==> src/rtl/afifo_pkg.sv <==
// Shared async-FIFO helpers: default sizing and Gray/binary conversion.
package afifo_pkg;

    localparam int ADDRSIZE_DEF  = 4;
    localparam int DATASIZE_DEF  = 32;
    localparam int AEMPTY_TH_DEF = 2;

    // Pointers are at most 32 bits wide. Callers zero-extend their pointer
    // into these functions and cast the result back down. Leading zeros do
    // not disturb either conversion.
    function automatic logic [31:0] bin2gray(input logic [31:0] b);
        return b ^ (b >> 1);
    endfunction

    function automatic logic [31:0] gray2bin(input logic [31:0] g);
        logic [31:0] b;
        b[31] = g[31];
        for (int i = 30; i >= 0; i--) begin
            b[i] = b[i+1] ^ g[i];
        end
        return b;
    endfunction

endpackage

==> src/rtl/afifo_rptr_empty.sv <==
// Read-pointer / empty / level tracker for the rclk side of the async FIFO.
module afifo_rptr_empty
    import afifo_pkg::*;
#(
    parameter int ADDRSIZE  = ADDRSIZE_DEF,
    parameter int AEMPTY_TH = AEMPTY_TH_DEF
) (
    input  logic                rclk,
    input  logic                rrst,
    input  logic                rinc,
    input  logic [ADDRSIZE:0]   wptr_rclk,
    output logic [ADDRSIZE:0]   rptr,
    output logic [ADDRSIZE-1:0] raddr,
    output logic                rempty,
    output logic                raempty,
    output logic [ADDRSIZE:0]   rlevel
);

    localparam int PW = ADDRSIZE + 1;
    localparam logic [PW-1:0] TH   = PW'(AEMPTY_TH);
    localparam logic [PW-1:0] FULL = {1'b1, {ADDRSIZE{1'b0}}};

    logic [PW-1:0] rbin;
    logic [PW-1:0] rbinnext;
    logic [PW-1:0] rgraynext;
    logic [PW-1:0] wbin_s;
    logic [PW-1:0] lvlnext;

    // Next pointer and the level it leaves behind. The level is computed
    // modulo 2^PW, so the full case shows up as MSB set and the low bits
    // cleared.
    always_comb begin
        rbinnext  = rbin + PW'(rinc);
        rgraynext = PW'(bin2gray(32'(rbinnext)));
        wbin_s    = PW'(gray2bin(32'(wptr_rclk)));
        lvlnext   = wbin_s - rbinnext;
    end

    assign raddr = rbin[ADDRSIZE-1:0];

    // Pointer, empty and level registers. Empty is pessimistic because it
    // compares against a write pointer that is already two flops stale.
    always_ff @(posedge rclk or posedge rrst) begin
        if (rrst) begin
            rbin    <= '0;
            rptr    <= '0;
            rempty  <= 1'b1;
            raempty <= 1'b1;
            rlevel  <= '0;
        end else begin
            rbin    <= rbinnext;
            rptr    <= rgraynext;
            rempty  <= (rgraynext == wptr_rclk);
            raempty <= (lvlnext <= TH);
            rlevel  <= lvlnext;
        end
    end

    a_gray_step: assert property (@(posedge rclk) disable iff (rrst)
        $countones(rptr ^ $past(rptr)) <= 1);
    a_no_pop_empty: assert property (@(posedge rclk) disable iff (rrst)
        rinc |-> !rempty);
    a_level_range: assert property (@(posedge rclk) disable iff (rrst)
        rlevel <= FULL);

endmodule

==> src/rtl/afifo_rd_ctrl.sv <==
// Read-domain controller: pointer/empty tracking plus an FWFT valid/ready stage.
module afifo_rd_ctrl
    import afifo_pkg::*;
#(
    parameter int ADDRSIZE  = ADDRSIZE_DEF,
    parameter int DATASIZE  = DATASIZE_DEF,
    parameter int AEMPTY_TH = AEMPTY_TH_DEF
) (
    input  logic                rclk,
    input  logic                rrst,
    input  logic [ADDRSIZE:0]   wptr_rclk,
    output logic [ADDRSIZE:0]   rptr,
    output logic [ADDRSIZE-1:0] raddr,
    input  logic [DATASIZE-1:0] mem_rdata,
    output logic                rempty,
    output logic                raempty,
    output logic [ADDRSIZE:0]   rlevel,
    output logic                rvalid,
    output logic [DATASIZE-1:0] rdata,
    input  logic                rready
);

    logic rpop;

    // Refill whenever memory has a word and the stage is free or is being
    // drained this cycle. This gives back-to-back words with no bubble.
    assign rpop = ~rempty & (~rvalid | rready);

    afifo_rptr_empty #(
        .ADDRSIZE  (ADDRSIZE),
        .AEMPTY_TH (AEMPTY_TH)
    ) u_rptr_empty (
        .rclk      (rclk),
        .rrst      (rrst),
        .rinc      (rpop),
        .wptr_rclk (wptr_rclk),
        .rptr      (rptr),
        .raddr     (raddr),
        .rempty    (rempty),
        .raempty   (raempty),
        .rlevel    (rlevel)
    );

    // Output stage. Capture on pop and release on consume. The stage holds
    // while the consumer stalls.
    always_ff @(posedge rclk or posedge rrst) begin
        if (rrst) begin
            rvalid <= 1'b0;
            rdata  <= '0;
        end else if (rpop) begin
            rvalid <= 1'b1;
            rdata  <= mem_rdata;
        end else if (rvalid && rready) begin
            rvalid <= 1'b0;
        end
    end

    a_hold: assert property (@(posedge rclk) disable iff (rrst)
        rvalid && !rready |=> rvalid && $stable(rdata));

endmodule
==> config.mk <==
export PLATFORM = sky130hd
export DESIGN_NAME = afifo_rd_ctrl
export DESIGN_NICKNAME = d
export VERILOG_FILES = /design/src/rtl/afifo_pkg.sv /design/src/rtl/afifo_rptr_empty.sv /design/src/rtl/afifo_rd_ctrl.sv
export SDC_FILE = /design/constraint.sdc
export NUM_CORES = 1
export LEC_CHECK = 0
export BUFFER_PORTS_ARGS = -buffer_cell sky130_fd_sc_hd__buf_2
export CAP_MARGIN = 15
export CELL_PAD_IN_SITES_DETAIL_PLACEMENT = 2
export CELL_PAD_IN_SITES_GLOBAL_PLACEMENT = 2
export CORE_UTILIZATION = 31
export CTS_CLUSTER_SIZE = 14
export DETAILED_ROUTE_END_ITERATION = 12
export PLACE_DENSITY_LB_ADDON = 0.1
export SETUP_SLACK_MARGIN = 0.5
export SYNTH_ARGS = -nofsm -noshare
export SYNTH_HDL_FRONTEND = slang
export SYNTH_SLANG_ARGS = --single-unit
==> constraint.sdc <==
create_clock -name rclk -period 3.3 [get_ports rclk]
set_input_delay 0.33 -clock rclk [delete_from_list [all_inputs] [get_ports rclk]]
set_output_delay 0.33 -clock rclk [all_outputs]
set_load 0.05 [all_outputs]
; Word level (Yosys, flattened, before mapping)
; Cells that the tools add are included.
[classes]
reduce_logical = 2
n_lt_le_gt_ge = 1
eq_ne = 1
addsub = 2
n_mux = 2
bitwise = 9
[op_table]
columns = op, count
row1 = adder 5 x 1 -> 5 bit, 1
row2 = equality test 5 bit, 1
row3 = less-or-equal comparator 5 x 2 -> 1 bit (second input constant), 1
row4 = subtractor 5 bit, 1
row5 = bitwise XOR 5 x 4 -> 5 bit, 1
row6 = bitwise XOR 1 bit, 4
row7 = 2-to-1 mux 1 bit, 2
row8 = NOT 1 bit, 2
row9 = nonzero test 2 bit, 1
row10 = bitwise AND 1 bit, 1
row11 = logical AND 1 bit, 1
row12 = bitwise OR 1 bit, 1
[totals]
word_cells = 24
regBits = 50
in_bits = 40

; Longest topological paths before layout
[depth]
depth_word = 6
ltp_mapped = 12

; Modules after synthesis
; Synthesis repeated with hierarchy kept, for this count alone.
[unflattened]
hier_cells = 164
area_unflattened_um2 = 2255.9
[by_module_without_submodules]
columns = mod, n_inst, cells_each, seq_area_each_um2, area_per_inst_um2
row1 = afifo_rd_ctrl, 1, 73, 825.8, 1252.5
row2 = afifo_rptr_empty, 1, 91, 402.9, 1003.5

; Worst setup path after synthesis
; Ideal clock, no wire load.
[synth_path]
path_type = reg2reg
from = register rvalid
to = register u_rptr_empty.raempty
stages_incl_launch_ff = 12
setup_time_ns = 0.090
arrival_ns = 3.060
n_path_buf = 1
path_slack_ns = 0.150
cell_sequence = dfrtp_1 -> a21oi_1 -> clkbuf_1 -> ha_1 -> nand3_1 -> xor2_1 -> ha_1 -> nand2b_1 -> nor3b_1 -> o21ai_0 -> o2111ai_1 -> nor4_2
[synth_via]
elab_chain_len = 6
[synth_lines]
columns = element, line
row1 = from (decl), afifo_rd_ctrl.sv:18  ; output logic rvalid,
row2 = from (signal assigned), afifo_rd_ctrl.sv:48  ; rvalid <= 1'b0;
row3 = from (signal assigned), afifo_rd_ctrl.sv:51  ; rvalid <= 1'b1;
row4 = from (signal assigned), afifo_rd_ctrl.sv:54  ; rvalid <= 1'b0;
row5 = NOT 1 bit, afifo_rd_ctrl.sv:27  ; assign rpop = ~rempty & (~rvalid | rready);
row6 = bitwise OR 1 bit, afifo_rd_ctrl.sv:27
row7 = bitwise AND 1 bit, afifo_rd_ctrl.sv:27
row8 = net rpop, afifo_rd_ctrl.sv:23  ; logic rpop;
row9 = adder 5 x 1 -> 5 bit, afifo_rptr_empty.sv:33  ; rbinnext = rbin + PW'(rinc);
row10 = subtractor 5 bit, afifo_rptr_empty.sv:36  ; lvlnext = wbin_s - rbinnext;
row11 = net u_rptr_empty.lvlnext[3], afifo_rptr_empty.sv:27  ; logic [PW-1:0] lvlnext;
row12 = less-or-equal comparator 5 x 2 -> 1 bit, afifo_rptr_empty.sv:54  ; raempty <= (lvlnext <= TH);
row13 = to (signal assigned), afifo_rptr_empty.sv:54
row14 = to (decl), afifo_rptr_empty.sv:15  ; output logic raempty,
; The timed path passes the listed nets, and every way through them passes these cells.
; A chain may end at the register's enable or synchronous reset.

; Worst setup path in the final report
[layout_path]
from = register u_rptr_empty.rempty
to = register u_rptr_empty.raempty
[layout_via]
elab_chain_len = 5
[layout_lines]
columns = element, line
row1 = from (decl), afifo_rptr_empty.sv:14  ; output logic rempty,
row2 = from (signal assigned), afifo_rptr_empty.sv:53  ; rempty <= (rgraynext == wptr_rclk);
row3 = NOT 1 bit, afifo_rd_ctrl.sv:27
row4 = bitwise AND 1 bit, afifo_rd_ctrl.sv:27
row5 = adder 5 x 1 -> 5 bit, afifo_rptr_empty.sv:33
row6 = subtractor 5 bit, afifo_rptr_empty.sv:36
row7 = net u_rptr_empty.lvlnext[3], afifo_rptr_empty.sv:27
row8 = less-or-equal comparator 5 x 2 -> 1 bit, afifo_rptr_empty.sv:54
; The timed path passes the listed nets, and every way through them passes these cells.

==> flow_summary.json <==
{
  "cts_buffer_depth": 2,
  "post-route-period-util": 0.765,
  "synth-seq-cells": 49,
  "wl_per_cell_um": 15.0,
  "initial_utilization": 0.322,
  "synth.most_common_cell": "dfrtp_1",
  "crit_fanout": 6,
  "cp-start-kind": "register",
  "tns_ps": 0,
  "cts_inserted_buffers": 5,
  "cp.required_ps": 3510,
  "setup_violations": 0,
  "drt_first_pass_iters": 2,
  "drive_above_1_share": 0.574,
  "synthTopCellsByCount": "dfrtp_1, mux2_2, inv_1, xor2_1, ha_1",
  "synth_cell_types": 34,
  "max_stage_delay_ps": 570,
  "outcome": "completed",
  "clkSinkCount": 49,
  "holdBufCountCts": 0,
  "critical-path-top-cell-by-count": "ha_1",
  "antenna_left": 0,
  "drc": 0,
  "core_area_um2": 6790,
  "synth_nets": 199,
  "ys_seq_area_frac": 0.561,
  "finClkSkew_ps": 4.80,
  "antenna_cells": 0,
  "hold_path.class": "input port to register",
  "grt.overflow.total": 0,
  "ios": 89,
  "path_delay_family": "simple AND/OR/NAND/NOR gates",
  "r2r_cells": 10,
  "synth_edf_count": 0,
  "cts_root_buf": "clkbuf_8",
  "worstHoldPathCells": 2,
  "drt-total-wl_um": 5180,
  "cap_viol_max_count": 0,
  "cts.clk_slew.worst_paths_ps": 90,
  "fmax_ghz": 0.396,
  "port-buffer-count": 88,
  "finalHoldViolCount": 0,
  "row_count": 30,
  "worstSetupPathType": "register to register",
  "dp_hpwl_um": 3990,
  "synth_area_leaders": "dfrtp_1, mux2_2, ha_1",
  "critical_path_arrival_ps": 2730,
  "synth_area_um2": 2190,
  "routabilityCongestion": 0.735,
  "syn_to_final_growth_pct": 31.8,
  "post-cts-setup-buffer-count": 0,
  "worstPathCellList": "a21oi_4, ha_1, nand3_1, xor2_2, ha_1, nand2b_1, nor3b_1, o21ai_0, o2111ai_1, nor4_2",
  "grt_pass1_wl_um": 7990,
  "fp.dieH_um": 86.0,
  "die_area_um2": 7400,
  "fin_crit_ps": 2520,
  "grt_start_max_net_pins": 50,
  "synth-main-ff-cell": "dfrtp_1",
  "netlist.area_leader.share": 0.537,
  "drt_iter0_drc": 14,
  "cp-end-kind": "register",
  "rsz0062_at_grt": "false",
  "tightest_slew_ps": 412,
  "syn_avg_cell_area_um2": 14.4,
  "cp_num_buf_inv": 0,
  "postSynth.asyncResetShare": 1.00,
  "synth_cells": 152,
  "max_slew_margin": 0.725,
  "tritoncts": "done",
  "htreeDepth": 2,
  "ys_warn_count": 0,
  "cts_resized": 0,
  "crit_slowest_cell": "dfstp_2",
  "grt_pass1_vias": 1563,
  "synth_area_leader_cell": "dfrtp_1",
  "slew_viol_final": 0,
  "viasPerCell": 4.47,
  "track_usage": 0.145,
  "clock_latency_ps": 300,
  "dr_total_vias": 1542,
  "nNetsFinal": 295,
  "die_x_um": 86.0,
  "worst-path-stages": 10,
  "antenna_found_initial": 0
}
==> cells in the final DEF, fill, tap and decap left out, drive strengths merged, types with 2 or more instances in the layout <==
master  count
nor2        3
dfstp       2
mux2       32
xnor3       2
buf        91
nand2b      4
xnor2       9
dfrtp      47
nand3       2
nor3        2
clkbuf      7
xor2        8
or3         2
o21ai       2
inv        10
ha          7
a21o        2
a21oi       2
==> logic make-up after synthesis <==
kind of cell	count (synthesis)	share of synthesized area
adders and majority gates	7	0.0400
xor gates and xnor gates	19	0.105
muxes	32	0.165
DFF	49	0.561
AOI/OAI and AO/OA	12	0.0480
and+or+nand+nor	20	0.0589
buffers and inverters	13	0.0223
==> layer usage <==
metal | wire, um | track usage
met2 | 2770 | 0.250
met1 | 2090 | 0.174
met4 | 75 | 0.0500
met3 | 250 | 0.0385
met5 | 0 | 0
==> metrics by stage <==
stage / util / hold slack, ps / instance area [um2] / instances / setup slack [ps]
3_3_place_gp: 0.408 / 469 / 2770 / 335 / 579
4_1_cts: 0.420 / 234 / 2860 / 343 / 722
6_report: 0.425 / 247 / 2890 / 345 / 777
3_5_place_dp: 0.408 / 477 / 2770 / 335 / 515
5_1_grt: 0.425 / 239 / 2890 / 345 / 535
2_1_floorplan: - / 438 / 2210 / 152 / 504
==> sequential cells by signal, summed over array words and instances (netlist names) <==
signal	cells
rdata	32
rvalid	1
u_rptr_empty.raempty	1
u_rptr_empty.rbin	5
u_rptr_empty.rempty	1
u_rptr_empty.rlevel	5
u_rptr_empty.rptr	4
==> final cells by class <==
type                            instances  area (um2)
Clock buffer                            7        76.3
Clock inverter                          1        7.51
Fill cell                             742        3910
Inverter                               10        37.5
Multi-Input combinational cell         90         930
Sequential cell                        49        1230
Tap cell                               96         120
Timing Repair Buffer                   92         485
==> path summary, 6_finish.rpt <==
check,start,endpoint,slack [ps]
min in group asynchronous,rrst,rdata[28],500
max in group asynchronous,rrst,u_rptr_empty.rempty,2270
min reg2reg,u_rptr_empty.rempty,rvalid,490
min,rready,rvalid,250
max,u_rptr_empty.rempty,u_rptr_empty.raempty,780
max reg2reg,u_rptr_empty.rempty,u_rptr_empty.raempty,780
==> worst reg2reg max path, delay by kind of cell, from the launching register on <==
kind / cells / cell delay [ps]
simple gates: 4 / 600
flops: 1 / 570
fa+ha+maj: 2 / 580
compound gates: 3 / 400
xor+xnor: 1 / 290
Power is left out: the tool's default activity adds up to more than one toggle a clock period on the data nets, which glitch-free logic cannot reach.
